$ cat config.mk
export PLATFORM = sky130hd
export DESIGN_NAME = rx_iq_nibble_streamer
export DESIGN_NICKNAME = d
export VERILOG_FILES = /design/src/rtl/rx_iq_nibble_streamer.sv
export SDC_FILE = /design/constraint.sdc
export NUM_CORES = 1
export LEC_CHECK = 0
export ABC_AREA = 1
export BUFFER_PORTS_ARGS = -buffer_cell sky130_fd_sc_hd__buf_2
export CAP_MARGIN = 20
export CORE_ASPECT_RATIO = 1.2
export CORE_MARGIN = 2
export CORE_UTILIZATION = 62
export CTS_BUF_LIST = sky130_fd_sc_hd__clkbuf_16
export DETAILED_ROUTE_END_ITERATION = 8
export PLACE_DENSITY = 0.84
export SLEW_MARGIN = 0
export SYNTH_ARGS = -nofsm -noshare
export SYNTH_HDL_FRONTEND = slang
export SYNTH_SLANG_ARGS = --single-unit
$ cat constraint.sdc
create_clock -name clk -period 5.2 [get_ports clk]
set_input_delay 1.3 -clock clk [delete_from_list [all_inputs] [get_ports clk]]
set_output_delay 1.3 -clock clk [all_outputs]
set_load 0.005 [all_outputs]
$ cat src/rtl/rx_iq_nibble_streamer.sv
// Purpose : drains 48-bit IQ words from a show-ahead FIFO in fixed-size bursts and serializes
//           each word MSB-first as 4-bit nibbles toward the Raspberry Pi RX interface.
// Latency : the first nibble appears on pi_rx_data one clk after the arm cycle.
//           A burst lasts NIB*BURST cycles.
// Backpr. : none from the Pi side. The FIFO is popped only on arm/reload cycles.
//           A pop never happens while the FIFO is empty; an empty FIFO streams zeros and sets a
//           sticky underflow flag instead.
// Ports   : clk/rst_n       - Pi RX clock, async active-low reset
//           run             - streaming enable
//           fifo_q/_empty/_usedw - show-ahead FIFO head, empty flag, fill count
//           fifo_rdreq      - combinational pop strobe
//           pi_rx_samples/pi_rx_data - burst-active flag and nibble (both registered)
//           underflow       - sticky, cleared by reset or run=0
module rx_iq_nibble_streamer #(
  parameter int IQ_W    = 24,
  parameter int BURST   = 8,
  parameter int USEDW_W = 11
) (
  input  logic                 clk,
  input  logic                 rst_n,
  input  logic                 run,
  input  logic [2*IQ_W-1:0]    fifo_q,
  input  logic                 fifo_empty,
  input  logic [USEDW_W-1:0]   fifo_usedw,
  output logic                 fifo_rdreq,
  output logic                 pi_rx_samples,
  output logic [3:0]           pi_rx_data,
  output logic                 underflow
);

  localparam int W     = 2 * IQ_W;
  localparam int NIB   = W / 4;
  localparam int NIB_W = (NIB > 1) ? $clog2(NIB) : 1;

  localparam logic [0:0] ST_IDLE  = 1'b0;
  localparam logic [0:0] ST_SHIFT = 1'b1;

  localparam logic [NIB_W-1:0]   NIB_LAST = NIB_W'(NIB - 1);
  localparam logic [USEDW_W-1:0] BURST_V  = USEDW_W'(BURST);

  logic [0:0]         state_q, state_d;
  logic [W-1:0]       sr_q, sr_d;
  logic [NIB_W-1:0]   nib_q, nib_d;
  logic [USEDW_W-1:0] cnt_q, cnt_d;
  logic               samples_q, samples_d;
  logic               underflow_q, underflow_d;
  logic               load;   // a new word is due this cycle (arm or reload)
  logic               take;   // the word is actually popped from the FIFO

  always_comb begin
    state_d     = state_q;
    sr_d        = sr_q;
    nib_d       = nib_q;
    cnt_d       = cnt_q;
    samples_d   = samples_q;
    underflow_d = underflow_q;
    load        = 1'b0;
    take        = 1'b0;

    case (state_q)
      ST_IDLE: begin
        if (run && (fifo_usedw >= BURST_V)) begin
          load      = 1'b1;
          nib_d     = '0;
          cnt_d     = BURST_V - USEDW_W'(1);
          samples_d = 1'b1;
          state_d   = ST_SHIFT;
        end
      end
      default: begin
        if (!run) begin
          // Abort: the partial word is dropped and the data lines are forced quiet.
          state_d   = ST_IDLE;
          sr_d      = '0;
          nib_d     = '0;
          cnt_d     = '0;
          samples_d = 1'b0;
        end else if (nib_q != NIB_LAST) begin
          sr_d  = sr_q << 4;
          nib_d = nib_q + NIB_W'(1);
        end else if (cnt_q != '0) begin
          load  = 1'b1;
          nib_d = '0;
          cnt_d = cnt_q - USEDW_W'(1);
        end else begin
          // Clearing sr here keeps pi_rx_data at zero for the whole IDLE period.
          state_d   = ST_IDLE;
          sr_d      = '0;
          nib_d     = '0;
          samples_d = 1'b0;
        end
      end
    endcase

    // An empty FIFO on a load keeps burst timing intact but streams a zero word.
    if (load) begin
      if (fifo_empty) begin
        sr_d        = '0;
        underflow_d = 1'b1;
      end else begin
        take = 1'b1;
        sr_d = fifo_q;
      end
    end

    if (!run) begin
      underflow_d = 1'b0;
    end
  end

  always_ff @(posedge clk or negedge rst_n) begin
    if (!rst_n) begin
      state_q     <= ST_IDLE;
      sr_q        <= '0;
      nib_q       <= '0;
      cnt_q       <= '0;
      samples_q   <= 1'b0;
      underflow_q <= 1'b0;
    end else begin
      state_q     <= state_d;
      sr_q        <= sr_d;
      nib_q       <= nib_d;
      cnt_q       <= cnt_d;
      samples_q   <= samples_d;
      underflow_q <= underflow_d;
    end
  end

  // The arm decision is combinational, so it is masked while reset is held.
  // Without the mask, a pop could fire during reset.
  assign fifo_rdreq    = take & rst_n;
  assign pi_rx_samples = samples_q;
  assign pi_rx_data    = sr_q[W-1 -: 4];
  assign underflow     = underflow_q;

endmodule

Yosys cells after proc, flatten, opt, wreduce, memory -nomap -nowiden
Index checks and enable logic that the tools add are counted.
{"block": "op_classes", "n_addsub": 2, "magnitude_cmp": 1, "eq_ne": 7, "n_mux": 33, "bitwise_logic": 1, "n_reduce_logical": 8}
{"operator": "48-bit 2-to-1 mux", "count": 6}
{"operator": "11-bit 2-to-1 mux", "count": 5}
{"operator": "1-bit 2-to-1 mux", "count": 18}
{"operator": "4-bit 2-to-1 mux", "count": 4}
{"operator": "11-bit by 4-bit >= comparator with 1-bit output, second input constant", "count": 1}
{"operator": "11-bit nonzero test", "count": 1}
{"operator": "11-bit by 1-bit subtractor with 11-bit output, second input constant", "count": 1}
{"operator": "4-bit inequality test, second input constant", "count": 2}
{"operator": "3-bit inequality test, second input constant", "count": 2}
{"operator": "3-bit AND reduction", "count": 2}
{"operator": "4-bit by 1-bit adder with 4-bit output, second input constant", "count": 1}
{"operator": "2-bit by 1-bit inequality test with 1-bit output, second input constant", "count": 2}
{"operator": "2-bit AND reduction", "count": 2}
{"operator": "2-bit nonzero test", "count": 2}
{"operator": "3-bit by 2-bit inequality test with 1-bit output, second input constant", "count": 1}
{"operator": "1-bit AND", "count": 1}
{"operator": "1-bit logical AND", "count": 1}
{"block": "totals", "reg_bits": 66, "input_bits": 63, "out_inout_bits": 7, "wordCells": 58}

Logic depth before layout (Yosys ltp)
Gate-level depths: netlist of run 1.
{"block": "depth", "ltp_word": 7, "depth_mapped": 12}

Worst setup path after synthesis of run 1
Ideal clock, no wire load.
{"block": "synth_path", "path_type": "input -> output", "startpoint": "input run", "endpoint": "output fifo_rdreq", "arrival_ns": 2.192, "t_required_ns": 3.900, "setup_slack_ns": 1.708, "path_stages": 7, "path_buffers": 2, "cell_sequence": "buf_4 > nand2_1 > inv_1 > nand3_4 > nand2_4 > buf_6 > and3_1"}
{"block": "synth_between", "elab_chain_len": 5, "elab_cells_between_ends": 6}
{"item": "from (decl)", "line_no": "21", "text": "input logic run,"}
{"item": "1-bit logical AND", "line_no": "62", "text": "if (run && (fifo_usedw >= BURST_V)) begin"}
{"item": "1-bit 2-to-1 mux", "line_no": "62"}
{"item": "1-bit 2-to-1 mux (*)", "line_no": "60", "text": "case (state_q)"}
{"item": "1-bit 2-to-1 mux (*)", "line_no": "96", "text": "if (load) begin"}
{"item": "1-bit AND (*)", "line_no": "131", "text": "assign fifo_rdreq = take & rst_n;"}
{"item": "to (decl)", "line_no": "25", "text": "output logic fifo_rdreq,"}
Mark *: on every way between the ends. The rest lies on a longest branch, timed or not.

Worst setup path after layout of run 1
Ends and elaborated chain as after synthesis.

==> flow_metrics.env, run 1 <==
export IMPL_clk_pin_slew_ns=0.06
export IMPL_ant_nets=0
export IMPL_h_tree_depth=3
export IMPL_crit_type="primary input to output port"
export IMPL_post_cts_resized=0
export IMPL_place_gp_congestion=0.8799
export IMPL_grt_max_degree=67
export IMPL_whs_ns=0.4744
export IMPL_worstPathMaxFanout=45
export IMPL_num_io_pins=70
export IMPL_vdd_drop_max_uv=186.7
export IMPL_reg2reg_to="cnt_q[7]"
export IMPL_drt_wl_total_mm=10.22
export IMPL_syn_nets=757
export IMPL_drc=0
export IMPL_critPathArrivalTime_ns=2.73
export IMPL_die_area_um2=7744
export IMPL_power_density_nw_per_um2=323.5
export IMPL_antenna_found_initial=0
export IMPL_die_x_um=80.67
export IMPL_ys_ff_latch=66
export IMPL_netlist_area_um2=4373
export IMPL_wire_per_inst_um=12.44
export IMPL_max_cap_viol_count=0
export IMPL_yosysMostFrequentCell="nand2_1"
export IMPL_cts_sinks=66
export IMPL_post_synth_cell_area_avg_um2=6.328
export IMPL_cp_slowest_stage_delay_ns=0.45
export IMPL_route_vias_total=4297
export IMPL_slew_headroom=0.4364
export IMPL_yosys_warnings=0
export IMPL_grt_first_pass_wirelength_mm=16.77
export IMPL_worstMarginPinSlew_ns=0.8455
export IMPL_slowest_stage="nand3_4"
export IMPL_worstPathRequired_ns=3.90
export IMPL_hold_end="sr_q[44]"
export IMPL_power_mw=1.592
export IMPL_synthTopCellsByArea="dfrtp_1 (38%), nand2_1 (26%), nor2_1 (8.8%), nand3_1 (6.2%), inv_1 (5.1%)"
export IMPL_outcome="finished clean"
export IMPL_netlist_top_cells_count="nand2_1 (305), nor2_1 (102), dfrtp_1 (66)"
export IMPL_reg2reg_slack_ns=2.70
export IMPL_grt_setup_unrepaired="no"
export IMPL_viasPerCell=5.227
export IMPL_clockBufferDepth=2
export IMPL_syn2layout_area_growth_pct=12.53
export IMPL_port_buffers=66
export IMPL_dr_pass1_iters=5
export IMPL_cts_made_buffers=9
export IMPL_die_height_um=96
export IMPL_synth_ff_type="dfrtp_1"
export IMPL_synth_top_area_share=0.3777
export IMPL_skew_ns=0.006422
export IMPL_hold_path_class="flop to flop"
export IMPL_min_period_ns=4.029
export IMPL_cts_setup_buffers=0
export IMPL_hold_path_depth=2
export IMPL_hold_start="sr_q[44]"
export IMPL_yosysTopAreaCell="dfrtp_1"
export IMPL_p_leak_nw=2.892
export IMPL_netlist_instances=691
export IMPL_fmax_mhz=248.2
export IMPL_ys_async_sr_fraction=1.000
export IMPL_rows=33
export IMPL_diodes=0
export IMPL_fin_cells=822
export IMPL_cp_common_cell="buf_2"
export IMPL_clk_latency_ns=0.33
export IMPL_cts_hold_buf=0
export IMPL_start_util=0.6380
export IMPL_r2r_start="nib_q[0]"
export IMPL_place_inst=805
export IMPL_grt_usage=0.2736
export IMPL_maxSlewViolCount=0
export IMPL_startpoint_type="primary input"
export IMPL_drt_iter0_drc=308
export IMPL_worst_r2r_cell_count=9
export IMPL_setup_worst_path_end_class="output port"
export IMPL_grt_pass1_vias=3891
export IMPL_dp_hpwl_mm=5.973
export IMPL_period_share=0.7749
export IMPL_synth_edf_count=0
export IMPL_grt_ovfl_total=0
export IMPL_nets=796
export IMPL_ys_seq_area_frac=0.3777
export IMPL_setup_viol_count_final=0
export IMPL_path_cells="buf_2 > nand2_1 > inv_1 > nand3_4 > nand2_4 > and3_1 > buf_2"
export IMPL_drive_gt1_frac=0.1497
export IMPL_coreArea_um2=6854
export IMPL_hold_viol_final=0
export IMPL_clockRootBuffer="clkbuf_16"
export IMPL_fin_tns_setup_ns=0
export IMPL_yosysUniqueCellTypes=31
export IMPL_cts_tree="yes"
-- critical path: cells and delay by family --
kind / cells / cell delay [ns]
buf+inv: 3 / 0.49
simple gates: 4 / 0.92
-- cell usage in the layout, fill, tap and decap left out --
cell type / count
nand2_2: 3
nor3_1: 7
clkinv_2: 2
xnor2_1: 3
nand3_2: 1
and3_1: 1
buf_4: 6
a21boi_0: 1
clkinv_1: 2
o21ai_4: 1
inv_1: 60
buf_2: 66
nand2_1: 304
ha_1: 3
o21ai_2: 6
o41ai_1: 1
nor2_1: 102
clkinvlp_4: 1
nand3_1: 53
bufinv_16: 2
a22o_1: 1
inv_2: 4
o21ai_0: 9
nand3_4: 1
nor2_2: 3
buf_8: 1
nand2_4: 1
dfrtp_1: 66
nor2_4: 2
nand4_1: 5
clkbuf_16: 9
or2_2: 1
xor2_1: 4
a21oi_1: 3
-- power breakdown --
part	internal, mW	switching [mW]	total, mW
registers	0.569	0.0413	0.610
clock network	0.414	0.221	0.635
logic	0.122	0.224	0.346
total	1.10	0.487	1.59
-- how the worst max path moves through the flow --
stage	start	to	slack, ns	cells past startpoint
finish	run	fifo_rdreq	1.17	7
global route	run	fifo_rdreq	1.06	7
CTS	run	fifo_rdreq	1.19	7
detailed placement	run	fifo_rdreq	1.19	7
global placement	run	fifo_rdreq	1.24	7
floorplan	run	fifo_rdreq	1.71	7
-- layer usage --
| layer | GRT usage | routed length, um |
|---|---|---|
| met5 | 0 | 0 |
| met1 | 0.3311 | 4282 |
| met4 | 0.09463 | 123 |
| met2 | 0.5000 | 5123 |
| met3 | 0.03377 | 692 |
-- registers in the layout (all words and copies together) (netlist names) --
signal and count:
nib_q 4, state_q 1, cnt_q 11, sr_q 48, pi_rx_samples 1, underflow 1
-- logic make-up after synthesis --
group | after synthesis | share of synthesized area
and+or+nand+nor | 484 | 0.4481
DFF | 66 | 0.3777
AOI/OAI and AO/OA | 22 | 0.03519
xor gates and xnor gates | 7 | 0.01402
buffers and inverters | 109 | 0.1164
adders and majority gates | 3 | 0.008585
-- metrics by stage --
step	instance area, um2	setup WS [ns]	utilization
global route	4921	1.061	0.7180
detailed placement	4596	1.188	0.6705
CTS	4906	1.188	0.7158
global placement	4596	1.236	0.6705
floorplan	4373	1.708	-
finish	4921	1.171	0.7180
-- area by class of cell --
class / count / area (um2)
multi-input combinational: 516 / 2220
fill: 587 / 1933
sequential: 66 / 1652
timing repair buffer: 73 / 390.4
inverter: 64 / 240.2
clock buffer: 9 / 225.2
tap: 87 / 108.9
clock inverter: 7 / 85.08
(Power assumes the default switching activity.)
==> run 2, diff against run 1 <==
Settings changed: ABC_AREA 1 to 0, CORE_UTILIZATION 62 to 54, PLACE_DENSITY 0.84 to 0.77.
Clock period 5.2 ns to 3.9 ns, I/O delays scaled along.
==> flow_metrics.env, run 2 <==
export IMPL_outcome="finished clean"
export IMPL_max_cap_viol_count=0
export IMPL_grt_first_pass_wirelength_mm=12.24
export IMPL_netlist_area_um2=3208
export IMPL_clockRootBuffer="clkbuf_16"
export IMPL_cts_tree="yes"
export IMPL_mostFrequentLayoutCells="dfrtp_1 (66), buf_2 (66), and3_1 (46), a221o_1 (44)"
export IMPL_die_area_um2=6576
export IMPL_globalRouteMet1Util=0.3143
export IMPL_min_period_ns=3.288
export IMPL_ys_seq_area_frac=0.5148
export IMPL_worstPathRequired_ns=2.92
export IMPL_ys_async_sr_fraction=1.000
export IMPL_h_tree_depth=3
export IMPL_clockBufferDepth=2
export IMPL_crit_type="flop to output port"
export IMPL_die_x_um=74.36
export IMPL_netlist_instances=283
export IMPL_synth_top_area_share=0.5148
export IMPL_vdd_drop_max_uv=324.2
export IMPL_top_register="sr_q"
export IMPL_busiest_layer="met2"
export IMPL_startpoint_type="flop"
export IMPL_setup_viol_count_final=0
export IMPL_syn2layout_area_growth_pct=20.01
export IMPL_yosys_warnings=0
export IMPL_rows=30
export IMPL_clk_pin_slew_ns=0.05
export IMPL_power_mw=1.900
export IMPL_hold_start="sr_q[2]"
export IMPL_yosysUniqueCellTypes=48
export IMPL_drt_iter0_drc=166
export IMPL_cts_sinks=66
export IMPL_grt_usage=0.2464
export IMPL_yosysTopAreaCell="dfrtp_1"
export IMPL_die_height_um=88.44
export IMPL_worstMarginPinSlew_ns=0.8180
export IMPL_synthTopCellsByArea="dfrtp_1 (51%), a221o_1 (14%), and3_1 (9.0%), clkbuf_1 (2.2%), a211o_1 (1.6%)"
export IMPL_clk_latency_ns=0.32
export IMPL_top_regs="sr_q (48), cnt_q (11), nib_q (4)"
export IMPL_drive_gt1_frac=0.2807
export IMPL_diodes=0
export IMPL_cts_made_buffers=9
export IMPL_largest_reg_flops=48
export IMPL_use_met2=0.4063
export IMPL_syn_nets=349
export IMPL_num_io_pins=70
export IMPL_nets=403
export IMPL_viasPerCell=6.235
export IMPL_maxSlewViolCount=0
export IMPL_power_density_nw_per_um2=493.4
export IMPL_drc=0
export IMPL_slowest_stage="or4b_1"
export IMPL_fin_tns_setup_ns=0
export IMPL_crit_start="cnt_q[0]"
export IMPL_route_vias_total=2631
export IMPL_wire_per_inst_um=18.27
export IMPL_worst_path_buf_inv=2
export IMPL_cp_top_family="simple AND/OR/NAND/NOR gates"
export IMPL_place_gp_congestion=0.8307
export IMPL_grt_pass1_vias=2595
export IMPL_post_synth_cell_area_avg_um2=11.34
export IMPL_grt_max_degree=67
export IMPL_cts_hold_buf=0
export IMPL_start_util=0.5623
export IMPL_port_buffers=66
export IMPL_worstPathMaxFanout=5
export IMPL_place_inst=406
export IMPL_path_cells="inv_1 > ha_1 > or4b_1 > o311ai_4 > a21oi_4 > and2_1 > buf_2"
export IMPL_r2r_start="cnt_q[0]"
export IMPL_fin_cells=422
export IMPL_post_cts_resized=0
export IMPL_antenna_found_initial=0
export IMPL_synth_ff_type="dfrtp_1"
export IMPL_cts_setup_buffers=0
export IMPL_fmax_mhz=304.1
export IMPL_grt_util_met3=0.06150
export IMPL_slew_headroom=0.4547
export IMPL_setup_worst_path_end_class="output port"
export IMPL_period_share=0.8431
export IMPL_hold_path_class="flop to flop"
export IMPL_ys_ff_latch=66
export IMPL_cp_slowest_stage_delay_ns=0.57
export IMPL_p_leak_nw=2.046
export IMPL_coreArea_um2=5705
export IMPL_hold_viol_final=0
export IMPL_grt_ovfl_total=0
export IMPL_whs_ns=0.4910
export IMPL_skew_ns=0.003967
export IMPL_final_util=0.6748
export IMPL_dr_pass1_iters=4
export IMPL_dp_hpwl_mm=4.740
export IMPL_synth_edf_count=0
export IMPL_yosysMostFrequentCell="dfrtp_1"
export IMPL_grt_setup_unrepaired="no"
export IMPL_ant_nets=0
export IMPL_drt_wl_total_mm=7.710
export IMPL_netlist_top_cells_count="dfrtp_1 (66), and3_1 (46), a221o_1 (44)"
export IMPL_critPathArrivalTime_ns=2.31
-- run 2: changes by cell type after synthesis, moves of 44 or more --
cell / previous run / this run
a221o_1: 0 / 44
and3_1: 1 / 46
inv_1: 59 / 6
nand2_1: 305 / 4
nand3_1: 54 / 3
nor2_1: 102 / 5
-- run 2: final timing paths --
check / endpoint / slack (ns) / cells past startpoint
max in group asynchronous: cnt_q[7] / 2.50 / 2
min reg2reg: sr_q[2] / 0.49 / 1
max: fifo_rdreq / 0.61 / 7
max reg2reg: sr_q[37] / 1.39 / 7
min in group asynchronous: sr_q[3] / 0.86 / 2
min: sr_q[2] / 0.49 / 1
-- run 2: kinds of logic (layout without fill, tap and decap cells) --
family                   count (synthesis)  count (layout)  synth area share
AND/OR/NAND/NOR                         85              85            0.1603
buffers and inverters                   36              95           0.05187
flip-flops                              66              66            0.5148
multiplexers                             2               2          0.007020
adder cells (fa/ha/maj)                  3               3           0.01170
AO/OA/AOI/OAI                           91              91            0.2543
-- run 2: layout make-up --
cell class | count | area (um2)
Fill cell | 465 | 1856
Sequential cell | 66 | 1652
Multi-Input combinational cell | 181 | 1405
Timing Repair Buffer | 73 | 382.9
Clock buffer | 9 | 225.2
Tap cell | 80 | 100.1
Clock inverter | 7 | 62.56
Inverter | 6 | 22.52
-- run 2: through the flow --
step           worst slack [ns]  area (um2)
5_1_grt                  0.4982        3850
4_1_cts                  0.6071        3850
3_3_place_gp             0.8903        3562
6_report                 0.6121        3850
3_5_place_dp             0.8764        3562
2_1_floorplan            0.8048        3208
-- run 2: worst register-to-register path, cell delays in order (launching register included) --
cell,delay (ns)
dfrtp_1,0.39
inv_1,0.14
ha_1,0.18
or4b_1,0.57
o311ai_4,0.32
a21oi_4,0.11
buf_4,0.30
a221o_1,0.38
-- run 2: routing by layer --
layer | up-vias | part of all wire
met5 | - | 0
met4 | 0 | 0.016
li1 | 1236 | -
met1 | 1313 | 0.43
met2 | 70 | 0.50
met3 | 12 | 0.047
-- run 2: where the power goes --
group	switching (mW)	internal (mW)	total, mW
Sequential	0.0553	0.762	0.817
Combinational	0.170	0.135	0.305
Clock	0.290	0.487	0.777
Total	0.515	1.38	1.90
==> run 3, diff against run 2 <==
Settings changed: ABC_AREA 0 to 1, CORE_UTILIZATION 54 to 52, PLACE_DENSITY 0.77 to 0.75.
Clock period 3.9 ns to 2.8 ns, I/O delays scaled along.
==> flow_metrics.env, run 3 (same netlist as run 1, synthesis figures left out) <==
export IMPL_h_tree_depth=3
export IMPL_ant_nets=0
export IMPL_p_leak_nw=2.912
export IMPL_maxSlewViolCount=0
export IMPL_min_period_ns=2.429
export IMPL_reg2reg_slack_ns=0.81
export IMPL_power_density_nw_per_um2=594.3
export IMPL_crit_type="flop to output port"
export IMPL_skew_ns=0.008056
export IMPL_post_cts_resized=0
export IMPL_drt_iter0_drc=349
export IMPL_outcome="finished clean"
export IMPL_mostFrequentLayoutCells="nand2_1 (304), nor2_1 (102), dfrtp_1 (66), buf_2 (66), inv_1 (60)"
export IMPL_hold_viol_final=0
export IMPL_grt_usage=0.2364
export IMPL_start_util=0.5364
export IMPL_drive_gt1_frac=0.1543
export IMPL_die_area_um2=9162
export IMPL_hold_start="sr_q[39]"
export IMPL_coreArea_um2=8153
export IMPL_clockRootBuffer="clkbuf_16"
export IMPL_grt_ovfl_total=0
export IMPL_grt_setup_unrepaired="no"
export IMPL_clk_latency_ns=0.33
export IMPL_cts_tree="yes"
export IMPL_setup_worst_path_end_class="output port"
export IMPL_largest_reg_flops=48
export IMPL_crit_start="cnt_q[0]"
export IMPL_cp_top_family="simple AND/OR/NAND/NOR gates"
export IMPL_vdd_drop_max_uv=421.7
export IMPL_cts_sinks=66
export IMPL_dp_hpwl_mm=6.326
export IMPL_viasPerCell=5.014
export IMPL_whs_ns=0.4754
export IMPL_drt_wl_total_mm=10.20
export IMPL_path_cells="inv_1 > ha_1 > nand2_1 > nor2_1 > nand2_2 > nand3_4 > nand2_4 > and3_1 > buf_2"
export IMPL_drc=0
export IMPL_grt_max_degree=67
export IMPL_setup_viol_count_final=0
export IMPL_die_height_um=104.5
export IMPL_busiest_layer="met2"
export IMPL_n_fill_cell=790
export IMPL_seq_area_um2=1652
export IMPL_route_vias_total=4277
export IMPL_worst_path_buf_inv=2
export IMPL_critPathArrivalTime_ns=1.73
export IMPL_hold_path_class="flop to flop"
export IMPL_grt_pass1_vias=4151
export IMPL_num_io_pins=70
export IMPL_diodes=0
export IMPL_worstPathRequired_ns=2.10
export IMPL_period_share=0.8675
export IMPL_max_cap_viol_count=0
export IMPL_use_met2=0.4031
export IMPL_grt_util_met3=0.03730
export IMPL_port_buffers=66
export IMPL_rows=36
export IMPL_top_register="sr_q"
export IMPL_cts_hold_buf=0
export IMPL_antenna_found_initial=0
export IMPL_worstPathMaxFanout=4
export IMPL_globalRouteMet1Util=0.2908
export IMPL_place_gp_congestion=0.8551
export IMPL_die_x_um=87.72
export IMPL_layout_commonest_cell="nand2_1"
export IMPL_top_regs="sr_q (48), cnt_q (11), nib_q (4)"
export IMPL_fin_tns_setup_ns=0
export IMPL_slowest_stage="dfrtp_1"
export IMPL_startpoint_type="flop"
export IMPL_cp_slowest_stage_delay_ns=0.40
export IMPL_grt_first_pass_wirelength_mm=17.74
export IMPL_cts_setup_buffers=0
export IMPL_nets=800
export IMPL_worstMarginPinSlew_ns=0.8601
export IMPL_clockBufferDepth=2
export IMPL_cts_made_buffers=9
export IMPL_wire_per_inst_um=11.95
export IMPL_multiInputGateArea_um2=2220
export IMPL_dr_pass1_iters=4
export IMPL_syn2layout_area_growth_pct=14.11
export IMPL_fmax_mhz=411.7
export IMPL_clk_pin_slew_ns=0.06
export IMPL_slew_headroom=0.4266
export IMPL_r2r_start="cnt_q[0]"
[run 3: changes by cell type in the layout (fill, tap and decap cells not counted), moves of 5 or more]
cell     change
nand3_1     +50
o21ai_2      +6
and3_1      -45
a221o_1     -44
nor2_1      +98
nand4_1      +5
inv_1       +52
a211o_1      -6
nand2_1    +300
[run 3: cell type report]
type | count | area share
Clock buffer | 9 | 0.04514
Inverter | 64 | 0.04814
Multi-Input combinational cell | 516 | 0.4448
Sequential cell | 66 | 0.3310
Timing Repair Buffer | 77 | 0.08526
Tap cell | 114 | 0.02859
Clock inverter | 7 | 0.01705
[run 3: routing by layer]
layer,share of wire,up-vias
met2,0.51,149
met5,0,-
met4,0.014,0
met3,0.050,15
li1,-,2164
met1,0.43,1949
[run 3: stage by stage]
| step | setup WS [ns] | area [um2] | power, mW | util | std cells |
|---|---|---|---|---|---|
| after floorplan | 0.5081 | 4373 | 1.624 | - | 691 |
| after global placement | 0.4926 | 4679 | 1.763 | 0.5740 | 837 |
| after detailed placement | 0.4810 | 4679 | 1.787 | 0.5740 | 837 |
| after CTS | 0.3526 | 4990 | 2.980 | 0.6120 | 853 |
| after global routing | 0.1794 | 4990 | 3.124 | 0.6120 | 853 |
| final | 0.3711 | 4990 | 2.966 | 0.6120 | 853 |
[run 3: worst reg2reg max path, delay by kind of cell, from the launching register on]
kind / cells / cell delay [ns]
flip-flops: 1 / 0.40
adder cells (fa/ha/maj): 1 / 0.18
AND/OR/NAND/NOR: 8 / 0.80
buffers and inverters: 2 / 0.54
[run 3: power by group]
| group | internal (mW) | switching, mW | total, mW |
|---|---|---|---|
| registers | 1.06 | 0.0745 | 1.13 |
| logic | 0.233 | 0.412 | 0.644 |
| clock network | 0.770 | 0.420 | 1.19 |
[run 3: path summary, 6_finish.rpt]
check | endpoint | cells after the start
worst max-delay path | fifo_rdreq | 9
worst min-delay path | sr_q[39] | 2
worst max register to register | sr_q[15] | 11
worst min register to register | sr_q[39] | 2
max in group asynchronous | sr_q[36] | 2
min in group asynchronous | cnt_q[6] | 2
